<file path="src/rtl/if_id_buffer.sv">
// Fetch-to-decode decoupling queue with first-word-fall-through output.
// A taken-branch flush drops every queued entry so no wrong-path word reaches decode.
module if_id_buffer #(
    parameter int          DEPTH = 2,
    parameter int          XLEN  = 32,
    parameter logic [31:0] NOP   = 32'h00000013
) (
    input  logic            clk,
    input  logic            rst,
    input  logic            if_valid,
    input  logic [XLEN-1:0] if_pc,
    input  logic [XLEN-1:0] if_pc4,
    input  logic [XLEN-1:0] if_inst,
    output logic            if_ready,
    input  logic            flush,
    output logic            id_valid,
    output logic [XLEN-1:0] id_pc,
    output logic [XLEN-1:0] id_pc4,
    output logic [XLEN-1:0] id_inst,
    input  logic            id_ready
);

    localparam int PW = (DEPTH > 1) ? $clog2(DEPTH) : 1;
    localparam int CW = $clog2(DEPTH + 1);

    typedef struct packed {
        logic [XLEN-1:0] pc;
        logic [XLEN-1:0] pc4;
        logic [XLEN-1:0] inst;
    } entry_t;

    entry_t        mem [DEPTH];
    logic [PW-1:0] wr_ptr, rd_ptr;
    logic [CW-1:0] count;
    logic          push, pop;
    entry_t        head;

    function automatic logic [PW-1:0] ptr_inc(input logic [PW-1:0] p);
        return (p == PW'(DEPTH - 1)) ? '0 : p + 1'b1;
    endfunction

    assign if_ready = (count < CW'(DEPTH));
    assign id_valid = (count != '0);
    assign push     = if_valid & if_ready;
    assign pop      = id_valid & id_ready;
    assign head     = mem[rd_ptr];

    assign id_pc   = id_valid ? head.pc   : '0;
    assign id_pc4  = id_valid ? head.pc4  : '0;
    assign id_inst = id_valid ? head.inst : XLEN'(NOP);

    always_ff @(posedge clk) begin
        if (rst || flush) begin
            wr_ptr <= '0;
            rd_ptr <= '0;
            count  <= '0;
        end else begin
            if (push) wr_ptr <= ptr_inc(wr_ptr);
            if (pop)  rd_ptr <= ptr_inc(rd_ptr);
            case ({push, pop})
                2'b10:   count <= count + 1'b1;
                2'b01:   count <= count - 1'b1;
                default: count <= count;
            endcase
        end
    end

    // Storage needs no reset; a write that coincides with rst/flush is never read.
    always_ff @(posedge clk) begin
        if (push) mem[wr_ptr] <= '{pc: if_pc, pc4: if_pc4, inst: if_inst};
    end

endmodule

</file>
<file path="config.mk">
export PLATFORM = sky130hd
export DESIGN_NAME = if_id_buffer
export DESIGN_NICKNAME = d
export VERILOG_FILES = /design/src/rtl/if_id_buffer.sv
export SDC_FILE = /design/constraint.sdc
export NUM_CORES = 1
export LEC_CHECK = 0
export CELL_PAD_IN_SITES_DETAIL_PLACEMENT = 1
export CELL_PAD_IN_SITES_GLOBAL_PLACEMENT = 1
export CORE_MARGIN = 3
export CORE_UTILIZATION = 32
export DETAILED_ROUTE_END_ITERATION = 7
export PLACE_DENSITY = 0.63
export SLEW_MARGIN = 20
export SYNTH_ARGS = -nofsm -noshare
export SYNTH_HDL_FRONTEND = slang
export SYNTH_SLANG_ARGS = --single-unit
</file>
<file path="constraint.sdc">
create_clock -name clk -period 6.9 [get_ports clk]
set_input_delay 1.38 -clock clk [delete_from_list [all_inputs] [get_ports clk]]
set_output_delay 1.38 -clock clk [all_outputs]
set_load 0.01 [all_outputs]
</file>
### Word-level counts from Yosys, hierarchy flattened

Memory sizes are Yosys's and may differ from the RTL's. A register that Yosys moved wholly into a read port is not among the register bits.
Index checks and enable logic that the tools add are counted.

* add/subtract/negate cells: 4
* $lt $le $gt $ge: 1
* equality and inequality tests: 2
* multiplexer cells: 10
* bitwise logic cells: 2
* reductions and logical operators: 3

Operators by type and width (number)
* two-way mux 32 bit: 3
* two-way mux 1 bit: 6
* case mux 2 bit (2 select lines): 1
* nonzero test 2 bit: 2
* adder 1 bit (second input constant): 2
* adder 2 x 1 -> 2 bit (second input constant): 1
* AND 1 bit: 2
* equality test 2 x 1 -> 1 bit (second input constant): 1
* equality test 2 bit (second input constant): 1
* < comparator 2 bit (second input constant): 1
* subtractor 2 x 1 -> 2 bit (second input constant): 1
* logical OR 1 bit: 1

* flip-flop bits (word level): 4
* memory bits (writable): 192
* input port bits: 101
* output and inout port bits: 98
* word-level logic and storage cells: 26
* memories: 1

Memories
* mem: depth 2, bits a word 96, read ports 1, clocked after memory_dff 1, wr ports 1, line 32 `entry_t mem [DEPTH];`

### Longest topological paths before layout

Gate-level depths: netlist of the first run.

* depth after elaboration: 4
* mapped depth: 6
* gate-level depth less buffers: 6

### Least setup slack after synthesis of the first run

OpenSTA, ideal clock, no wires.

* kind: input -> register
* start: in if_valid
* end: mem mem[0][0] (netlist name) (enable)
* setup time: 0.551 ns
* arrival: 5.481 ns
* slack: 0.868 ns
* cell stages on the path: 2
* buffers on the path: 0
* path through: nand2b_1 nor2_1

* cells in the longest elaborated chain, start to end: 3

RTL lines
* from (decl): line 10 `input logic if_valid,`
* AND 1 bit: line 44 `assign push = if_valid & if_ready;`
* two-way mux 1 bit: line 70 `if (push) mem[wr_ptr] <= '{pc: if_pc, pc4: if_pc4, inst: if_inst};`
* two-way mux 1 bit (not written as such): line 70
* to (decl): line 32

No other way between the ends.

==> results of run 1 <==
==> registers in the layout, indices dropped and copies added, names as in the netlist, named ones only <==
register / flops
mem: 192
count: 2
rd_ptr: 1
wr_ptr: 1
==> path summary, 6_finish.rpt <==
check	startpoint	to	slack [ns]
max	flop	id_inst[13]	2.82
min	rd_ptr	rd_ptr	0.57
max reg2reg	count[1]	mem[0][48]	4.40
min reg2reg	rd_ptr	rd_ptr	0.57
==> cell usage in the layout (no fill, tap or decap), types with 2 or more instances in the layout <==
cell type / count
buf_4: 6
bufinv_16: 2
clkbuf_1: 2
clkbuf_16: 17
clkdlybuf4s50_1: 198
clkinvlp_4: 4
dfxtp_1: 4
edfxtp_1: 192
inv_1: 3
inv_6: 4
mux2i_1: 96
nand2_1: 3
nor2_1: 93
nor2_4: 2
nor3_1: 4
o21ai_0: 2
xor2_1: 3
==> Yosys cell counts <==
cell,count,area [um^2]
and3_1,1,6.260
buf_4,5,37.54
nand2_1,3,11.26
nor3_1,4,20.02
xnor2_1,1,8.760
mux2i_1,96,960.9
nand2b_1,1,6.260
nor2_1,95,356.6
buf_2,13,65.06
ha_1,1,12.51
xor2_1,3,26.28
or3_1,1,6.260
o21ai_0,2,10.01
clkbuf_1,3,11.26
a211oi_1,1,7.510
dfxtp_1,5,100.1
edfxtp_1,192,5766
inv_1,3,11.26
==> layer usage <==
layer,vias up,part of all wire (%),GRT usage (%)
met5,-,0,0
met1,2084,44,16.50
met2,136,48,21.54
met4,0,0.64,3.441
li1,1996,-,-
met3,8,6.9,5.029
==> cell type report <==
type	instances	share of cell area, %
clock inverter	13	1.406
tap	285	3.455
inverter	3	0.1091
sequential	197	56.86
multi-input combinational	209	14.07
timing repair buffer	205	19.90
clock buffer	19	4.194
==> kinds of logic after synthesis <==
| kind of cell | after synthesis | synth area share, % |
|---|---|---|
| xor gates and xnor gates | 4 | 0.4720 |
| muxes | 96 | 12.94 |
| buffers and inverters | 24 | 1.685 |
| DFF | 197 | 79.02 |
| adders and majority gates | 1 | 0.1685 |
| and+or+nand+nor | 105 | 5.478 |
| AOI/OAI and AO/OA | 3 | 0.2360 |
==> power by group through the flow <==
stage          sequential, W  combinational [W]  clock, W
3_5_place_dp         0.00142           0.000269         0
3_3_place_gp         0.00142           0.000262         0
6_report             0.00139           0.000265  0.000983
4_1_cts              0.00139           0.000271   0.00101
2_1_floorplan        0.00142           0.000104         0
5_1_grt              0.00140           0.000289   0.00106
==> stage by stage <==
stage	std cells	worst slack, ns	hold WS, ns
final	931	2.818	0.5670
after global routing	931	2.658	0.5940
after CTS	931	2.765	0.5745
after detailed placement	899	2.938	0.5552
after global placement	898	2.953	0.5416
after floorplan	430	0.8679	0.4895
==> worst max-delay path, stage by stage, from the launching register on <==
cell             delay, ns
dfxtp_4               0.64
buf_4                 0.69
mux2i_1               0.16
nor2_1                0.17
clkdlybuf4s50_1       0.56
==> impl_summary.md, run 1 <==
Final layout
Of the cells placed in the final design, the portion with a size suffix greater than 1 is 6.192%. The final instance area is 0.01032 mm^2. The layout net count is 735.

The diode insertion count for antenna repair is 0. Measured on the finished design, the core utilization comes to 45.45%. The register area is 0.005869 mm^2.

The growth of design area from synthesis to finish is 39.05%. The fill cell total of the finished layout is 2260. The area of combinational cells with multiple inputs is 0.001453 mm^2.

Route
In this run the remaining antenna-violating nets after routing total 0. Dividing the detail-routed via count by the number of cells gives 4.537. Dividing the detail-routed wire length by the instance count gives 17.81 um.

The final layout contains routed wiring with a total length of 16580 um. For this run, the detailed router's first-pass iteration total came to 4. After the first detailed-routing iteration, the DRC count stood at 211.

In the routed design, unresolved DRC markers number 0. The total number of vias is 4224.

Clocking
The post-CTS repair timing setup buffer count is 0. The number of gates resized after cts is 0. Clock tree synthesis inserted a total of 17 buffers.

The longest clock path from root to sink contains 2 buffers. The clock slew at the register clock pins of the worst setup and hold paths is 0.06 ns. The clock tree from TritonCTS is built. The library cell used as clock root buffer is clkbuf_16. The clock insertion delay at the later pin of the skew report is 0.43 ns. The H-tree level count is 4. For this design, the CTS-stage hold fixing added 0 buffers. For this design, the sink count on the clock tree is 197.

Worst setup path
STA classifies the critical path startpoint as a flop. For the worst setup path, the data arrival time is 2.70 ns. The element type at the critical path end is an output pin. The data required time of the critical path is 5.52 ns. The type of the worst setup path is flop to output pin. The biggest fanout along the worst timing path is 42. Counting cells, the worst reg-to-reg path comes to 3.

Floorplan
From left edge to right edge, the die measures 158.3 um. The number of cell rows is 55. The core footprint is 0.02271 mm^2. The total I/O pin count is 199. The vertical die dimension is 158.3 um. The floorplan die area is 0.02506 mm^2.

The starting utilization of the core area is 32.69%.

Power
In this run switching power makes up 22.11% of total power. Per report_power, the clock group accounts for 37.2% of the total. In this run the static leakage power is 3.285 nW. Power comes to 0.002641 W. Power spread over the standard cell area amounts to 255.8 mW/mm^2. The part of the total power dissipated in combinational logic is 10.0%. Cell internal power was estimated by the tool at 0.002057 W. The proportion of power drawn by flip-flops and latches is 52.7%. The worst-case IR drop observed on VDD is 0.1675 mV. In this run the power spent charging and discharging nets is 0.0005838 W.

GRT
The total overflow left after global routing is 0. The global router's overall resource usage is 13.15%. The wire length of the first global-routing pass is 24800 um. The number of global-route vias before repair came to 4654. The largest net degree at the start of global routing is 77. The number of antenna violations at the first check in global routing is 0.

Flow run
Across the run, the number of max-cap violations was 0.

Timing
The final-report max-slew violation count is 0. The accumulated negative setup slack is 0 ns. The minimum clock period is 4.082 ns. The setup skew after layout is 0.01194 ns.

The worst pin sits at a relative slew slack of 27.84%. The portion of the clock cycle consumed by the worst path in the final layout is 59.16%. Setup repair after global routing left no endpoint under its margin. The number of setup violations in the final report is 0. For the pin with the worst max-slew slack, the measured transition is 1.082 ns. The number of hold violations in the final report is 0. The maximum achievable frequency is 0.2450 GHz.

Logic synthesis
Counting flops and latches in the post-synthesis netlist gives 197. Dividing the synthesized area by the synthesized cell count gives 17.26 um^2. The number of instances in the synthesized netlist is 430. The synthesized netlist contains 18 unique library cells. The net count of the mapped netlist is 532.

The total of warnings raised by yosys is 0. After synthesis, flip-flops and latches occupy 79.02% of the total area. The post-synth design cell area is 0.007423 mm^2.

Placed design
The estimated wirelength of the detail-placed design is 10960 um. In this run the tool buffered the top-level ports with 198 buffer cells. The final estimated routing congestion in global placement is 0.7447.

The standard cell area after detailed placement is 0.009744 mm^2.

Status
The flow ran to the end, and the final reports show no timing, DRC or antenna violations.

Worst hold path
Counting instances, the worst hold path has a depth of 2. The worst hold path class is flop to flop.
Note: power is estimated with default switching activity, not from simulation.
==> inputs of run 2 (changes only) <==
- clock period: 6.9 -> 4.2 ns (I/O delays scaled with it)
==> run 2 against run 1 <==
Against the previous run:
- clock skew is essentially flat
- cell count grew 0.11%
- combinational power grew 66%
- die area is the same
- global-route usage grew 0.30 points
- critical path depth grew 1
- worst hold slack gained 0.035 ns
- count of clock-buffer cells in the layout grew 2
- clock power grew 59%
- core utilization is essentially flat
==> impl_summary.md, run 2 (same netlist as run 1, synthesis figures left out) <==
Status
The flow ran to the end, and the final reports show no timing, DRC or antenna violations.

Floorplan
In this run the count of I/O pins placed on the die edge is 199. The core footprint is 0.02271 mm^2. The horizontal die dimension is 158.3 um. The starting utilization of the core area is 32.69%. The die covers 0.02506 mm^2.

The number of cell rows is 55. In this run the vertical extent of the chip is 158.3 um.

Worst setup path
The combined buffer and inverter count along the critical path is 3. The cell type group with the largest total delay on the critical path is buffers and inverters. The signal on the critical path passes through nor2_4 > buf_4 > inv_1 > nand2_1 > clkdlybuf4s50_1. Along the worst path, the maximum fanout reaches 24. The worst setup path is launched from a flop. The element type at the critical path end is an output pin. On the worst path, the slowest cell contributes a delay of 0.54 ns. On the critical path, the stage with the largest delay is an instance of clkdlybuf4s50_1. The type of the worst setup path is flop to output pin.

The data required time of the critical path is 3.36 ns. The arrival time of data at the critical path endpoint is 2.22 ns.

Timing
Dividing the final minimum period by the clock period gives 72.90%. The maximum achievable frequency is 0.3266 GHz. Setup repair after global routing left no endpoint under its margin. In the final timing run, aggregate negative setup slack is 0 ns.

Between clock sinks in the finished design, the worst skew comes to 0.01222 ns. The worst hold slack after final layout is 0.6021 ns. The final-report max-slew violation count is 0. The number of setup violations in the final report is 0. For the finished layout, the period the worst path requires is 3.062 ns. For the pin with the worst max-slew slack, the measured transition is 0.7127 ns. Measured against its own limit, the worst slew margin works out to 52.48%. The number of hold violations in the final report was 0.

Power
Overall power consumption after layout is estimated at 0.004289 W. In this run the power density over the cells is 415.1 mW/mm^2. The analysis attributes to cell leakage a power of 3.303 nW. The maximum vdd ir drop is 0.2489 mV.

Final layout
The layout net count is 736. The leading cell type in the layout, fill and taps excluded is clkdlybuf4s50_1. In the layout the commonest cells are clkdlybuf4s50_1, edfxtp_1, mux2i_1.

Once layout is complete, the cells apart from fillers number 932. Cells with a size suffix above 1 make up 6.646% of the layout. The number of antenna diodes in the final layout is 0. The largest registers in the layout are mem x192, count x2. The filler cells instantiated in the layout total 2259. mem holds more flip-flops than any other register. The register with the most flip-flops in the layout has 192 of them.

Compared with the post-synthesis result, the final layout area differs by 39.20%.

GRT
The global router's overall resource usage is 13.45%. The number of global-route vias before repair is 4751. The number of antenna violations at the first check in global routing is 0. After global routing the overflow that remains totals 0.

The wire length of the first global-routing pass is 25500 um. The largest net degree at the start of global routing is 63.

Clocking
The library cell used as clock root buffer is clkbuf_16. The clock tree from TritonCTS is built. The clock reaches the later pin of the worst-skew pair after 0.42 ns.

Buffers inserted during clock tree synthesis total 17. The clock slew at the register clock pins of the worst setup and hold paths is 0.07 ns. The CTS sink count is 197. CTS built an H-tree with a depth of 4.

The hold-fix buffer count after cts is 0. The number of gates resized after cts is 0. The post-CTS repair timing setup buffer count is 0.

In this run the deepest clock path goes through 2 buffers.

Placed design
The number of placed instances, taps included, is 900. The number of port buffers is 198. The congestion estimate from routability-driven global placement came to 0.7708. The estimated wirelength of the detail-placed design is 11420 um.

Route
Wires add up to 16790 um. The post-detailed-route wirelength per cell is 18.02 um. The number of detailed-route iterations in the first pass is 4.

The remaining antenna violation count after routing is 0. After detailed routing, the number of remaining DRC violations is 0. The total number of vias is 4264.

In this run, the number of DRC markers left after iteration 0 of detailed routing was 171. The mean number of vias per cell is 4.575.

Worst hold path
The worst hold path class is flop to flop.

Flow run
Across the run, the number of max-cap violations was 0.
==> run 2: per-stage QoR <==
step	worst slack (ns)	util (%)	area, um^2
after detailed placement	1.397	42.96	9757
after global routing	0.9764	45.50	10330
final	1.138	45.50	10330
after floorplan	0.3226	-	7426
after CTS	1.084	45.50	10330
after global placement	1.459	42.96	9757
==> run 2: per-layer routing <==
layer / up-vias / global-route usage [%] / wire (um)
met5: - / 0 / 0
li1: 2005 / - / -
met4: 0 / 4.056 / 210
met2: 145 / 21.77 / 8152
met3: 15 / 3.561 / 996
met1: 2099 / 17.93 / 7435
==> run 2: power by group <==
| group | total (W) | switching (W) | internal (W) |
|---|---|---|---|
| combinational | 0.000440 | 0.000211 | 0.000229 |
| sequential | 0.00228 | 0.0000239 | 0.00226 |
| clock | 0.00156 | 0.000732 | 0.000833 |
==> run 2: area by class of cell <==
cell class / instances / area [um^2] / area share [%]
Clock inverter: 11 / 106.4 / 1.029
Multi-Input combinational cell: 209 / 1453 / 14.06
Timing Repair Buffer: 206 / 2067 / 20.00
Clock buffer: 21 / 470.5 / 4.553
Inverter: 3 / 11.26 / 0.1090
Tap cell: 285 / 356.6 / 3.451
Sequential cell: 197 / 5869 / 56.80
==> run 2: worst reg2reg max path: cells and delay by family, from the launching register on <==
| kind | cells | cell delay [ns] |
|---|---|---|
| buffers and inverters | 2 | 0.52 |
| flip-flops | 1 | 0.37 |
| AND/OR/NAND/NOR | 1 | 0.65 |
==> run 2: final timing paths <==
| path | startpoint | to | slack [ns] | depth (start not counted) |
|---|---|---|---|---|
| worst max-delay path | count[1] | id_inst[1] | 1.14 | 5 |
| worst min-delay path | rd_ptr | flop | 0.60 | 2 |
| worst max register to register | count[1] | mem[1][90] | 2.29 | 3 |
| worst min register to register | rd_ptr | flop | 0.60 | 2 |
==> inputs of run 3 (changes only) <==
- PLACE_DENSITY: 0.63 -> 0.66
- clock period: 4.2 -> 2.8 ns (I/O delays scaled with it)
==> run 3 against run 2 <==
Against the previous run:
- setup slack got worse by 0.94 ns
- clock skew is 0.0013 ns higher
- non-clock buffer count is 1 lower
- cell area increased by 0.42%
- sequential cell count unchanged
- power grew 49%
- first-iteration DRC count increased by 23%
- cell count decreased by 0.11%
- sequential share of layout area down 0.24 points
- combinational power increased by 52%
- die area unchanged
- critical path type unchanged
- critical endpoint is now id_pc[26]
==> impl_summary.md, run 3 (same netlist as run 1, synthesis figures left out) <==
Status
The run finished with clean final reports.

Final layout
Fill cells in the final layout number 2245. Leaving out fill and tap cells, the most frequent cell in the layout is clkdlybuf4s50_1. In the final layout, the registers with the most flip-flops are mem x192, count x2.

The most flop-heavy register is mem. Leaving out fill and tap cells, the most frequent cells in the layout are clkdlybuf4s50_1, edfxtp_1, mux2i_1. The final design utilization is 45.70%. The finished layout holds 931 standard cells, fillers aside. The number of flip-flops under the largest register name is 192.

At the end of the flow, the number of nets in the layout was 735. Of the cells placed in the final design, the portion with a size suffix greater than 1 is 6.347%. 0 antenna diodes ended up in the layout. The growth of design area from synthesis to finish is 39.79%.

Worst setup path
The type of the worst setup path is flop to output pin. The register-to-register setup slack is 0.97 ns. Counting cells, the worst reg-to-reg path comes to 5. The data required time of the critical path is 2.24 ns. The endpoint identified for the worst register-to-register timing path is count[1]. Data arrives at the worst endpoint at 2.04 ns. The worst setup path is launched from a flop. Along the worst path, the maximum fanout reaches 47.

The library cell contributing the largest single delay on the critical path is clkdlybuf4s50_1. Traced cell by cell, the critical path runs through buf_12 > mux2i_1 > nor2_1 > clkdlybuf4s50_1. The startpoint identified for the worst register-to-register timing path is count[1]. The element type at the critical path end is an output pin. The critical path's largest stage delay is 0.58 ns.

Clocking
The library cell used as clock root buffer is clkbuf_16. Once the clock tree was built, the resizer swapped 0 gates to a different size. TritonCTS created 17 clock buffers. The post-CTS repair timing setup buffer count is 0. The clock slew at the register clock pins of the worst setup and hold paths is 0.08 ns. The longest clock path from root to sink contains 2 buffers. Clock latency on the worst-skew pair, taken at its later pin, is 0.42 ns. The CTS sink count is 197.

The hold-fix buffer count after cts is 0. The clock tree from TritonCTS is built. CTS built an H-tree with a depth of 4.

Route
The total number of vias is 4213. The sum of routed wire length over all layers is 16370 um. After detailed routing, the average wire length per cell comes to 17.58 um. The remaining antenna violation count after routing is 0. The DRC violation count after routing is 0. Dividing the detail-routed via count by the number of cells gives 4.525. The number of DRC markers after the initial detailed-route iteration is 211. The number of detailed-route iterations in the first pass is 4.

Timing
Dividing the final minimum period by the clock period gives 92.81%. The number of hold violations in the final report came to 0. Summed over all failing endpoints, the final setup total negative slack is 0 ns. The actual slew at the worst max-slew pin is 0.5707 ns. The maximum achievable frequency is 0.3848 GHz. The normalized max-slew margin is 61.95%.

Across all setup checks in the final design, the least slack found is 0.2013 ns. Clock skew on the completed layout was measured at 0.01351 ns. The number of setup violations in the final report is 0. The final-report max-slew violation count came to 0. Setup repair after global routing left no endpoint under its margin.

The clock period could shrink to 2.599 ns.

Power
Summed over all cells, the static leakage comes to 3.309 nW. The power density over the cells is 615.6 mW/mm^2. VDD sags by at most 0.3816 mV. The completed layout was analyzed and its total power is 0.006389 W.

GRT
Entering global routing, the biggest net connects 97 pins. Global routing used 4.023% of the available met3 tracks. The first global-routing pass estimated 24870 um of wire. The met1 track utilization from global routing is 16.87%.

The global router's overall resource usage is 13.07%. The aggregate global routing overflow is 0. The number of global-route vias before repair is 4693. The met2 demand-to-capacity share in global routing is 21.54%. The number of antenna violations at the first check in global routing is 0. met2 is the most crowded layer.

Worst hold path
The depth of the worst hold-timing path is 2. The start point of the worst min-delay path is rd_ptr. The worst hold path terminates at rd_ptr. The min-delay analysis places its worst path in the category flop to flop.

Placed design
After legalization and detailed placement, the total HPWL measured 10910 um. Timing analysis after detailed placement gives a worst setup slack of 0.4976 ns. The final estimated routing congestion in global placement is 0.7330. After detailed placement, the design holds a cell count of 899. During placement, the flow inserted port buffers numbering 198.

Floorplan
The horizontal die dimension is 158.3 um. 199 I/O pins were placed. The floorplan die area is 0.02506 mm^2. The core footprint is 0.02271 mm^2. The vertical die dimension is 158.3 um. The number of cell rows is 55. The starting utilization of the core area is 32.69%.

Flow run
Max-cap violations in this run came to 0.
## run 3: cell types whose count changed in the layout (fill, tap and decap cells not counted), sizes merged
cell,change
inv,-3
clkinvlp,+1
clkbuf,-1
clkinv,+3
buf,-1
## run 3: layer usage
layer  share of wire (%)  vias to the layer above
li1                    -                     2003
met1                  44                     2073
met2                  49                      126
met3                 5.8                       11
met4                0.86                        0
met5                   0                        -
## run 3: where the power goes
part	internal (W)	leakage (nW)	switching [W]
Clock	0.00120	0.273	0.00109
Combinational	0.000356	1.19	0.000314
Sequential	0.00339	1.84	0.0000365
Total	0.00495	3.31	0.00144
## run 3: metrics by stage
step           area, um^2  hold slack, ns
6_report            10380          0.5853
5_1_grt             10380          0.6685
4_1_cts             10380          0.5933
3_5_place_dp         9812          0.5712
3_3_place_gp         9812          0.5478
2_1_floorplan        7432          0.4895
## run 3: final cells by class
| class | instances | area, um^2 | area share (%) |
|---|---|---|---|
| Sequential cell | 197 | 5869 | 56.56 |
| Timing Repair Buffer | 205 | 2122 | 20.45 |
| Multi-Input combinational cell | 209 | 1453 | 14.00 |
| Clock buffer | 20 | 446.7 | 4.304 |
| Tap cell | 285 | 356.6 | 3.436 |
| Clock inverter | 12 | 118.9 | 1.145 |
| Inverter | 3 | 11.26 | 0.1085 |
## run 3: critical path, delay by kind of cell, from the launching register on
kind          cells  cell delay (ns)
flops             1             0.38
buf+inv           2             0.88
simple gates      1             0.20
mux               1             0.13
## run 3: worst max-delay path by stage
| stage | cells past startpoint | startpoint | slack [ns] | end |
|---|---|---|---|---|
| after floorplan | 2 | if_valid | 0.26 | mem[0][0] |
| after global placement | 5 | if_valid | 0.62 | count[1] |
| after CTS | 4 | flop | 0.19 | id_pc[26] |
| final | 4 | flop | 0.20 | id_pc[26] |
| after detailed placement | 5 | if_valid | 0.50 | count[1] |
| after global routing | 5 | count[1] | 0.06 | id_inst[1] |
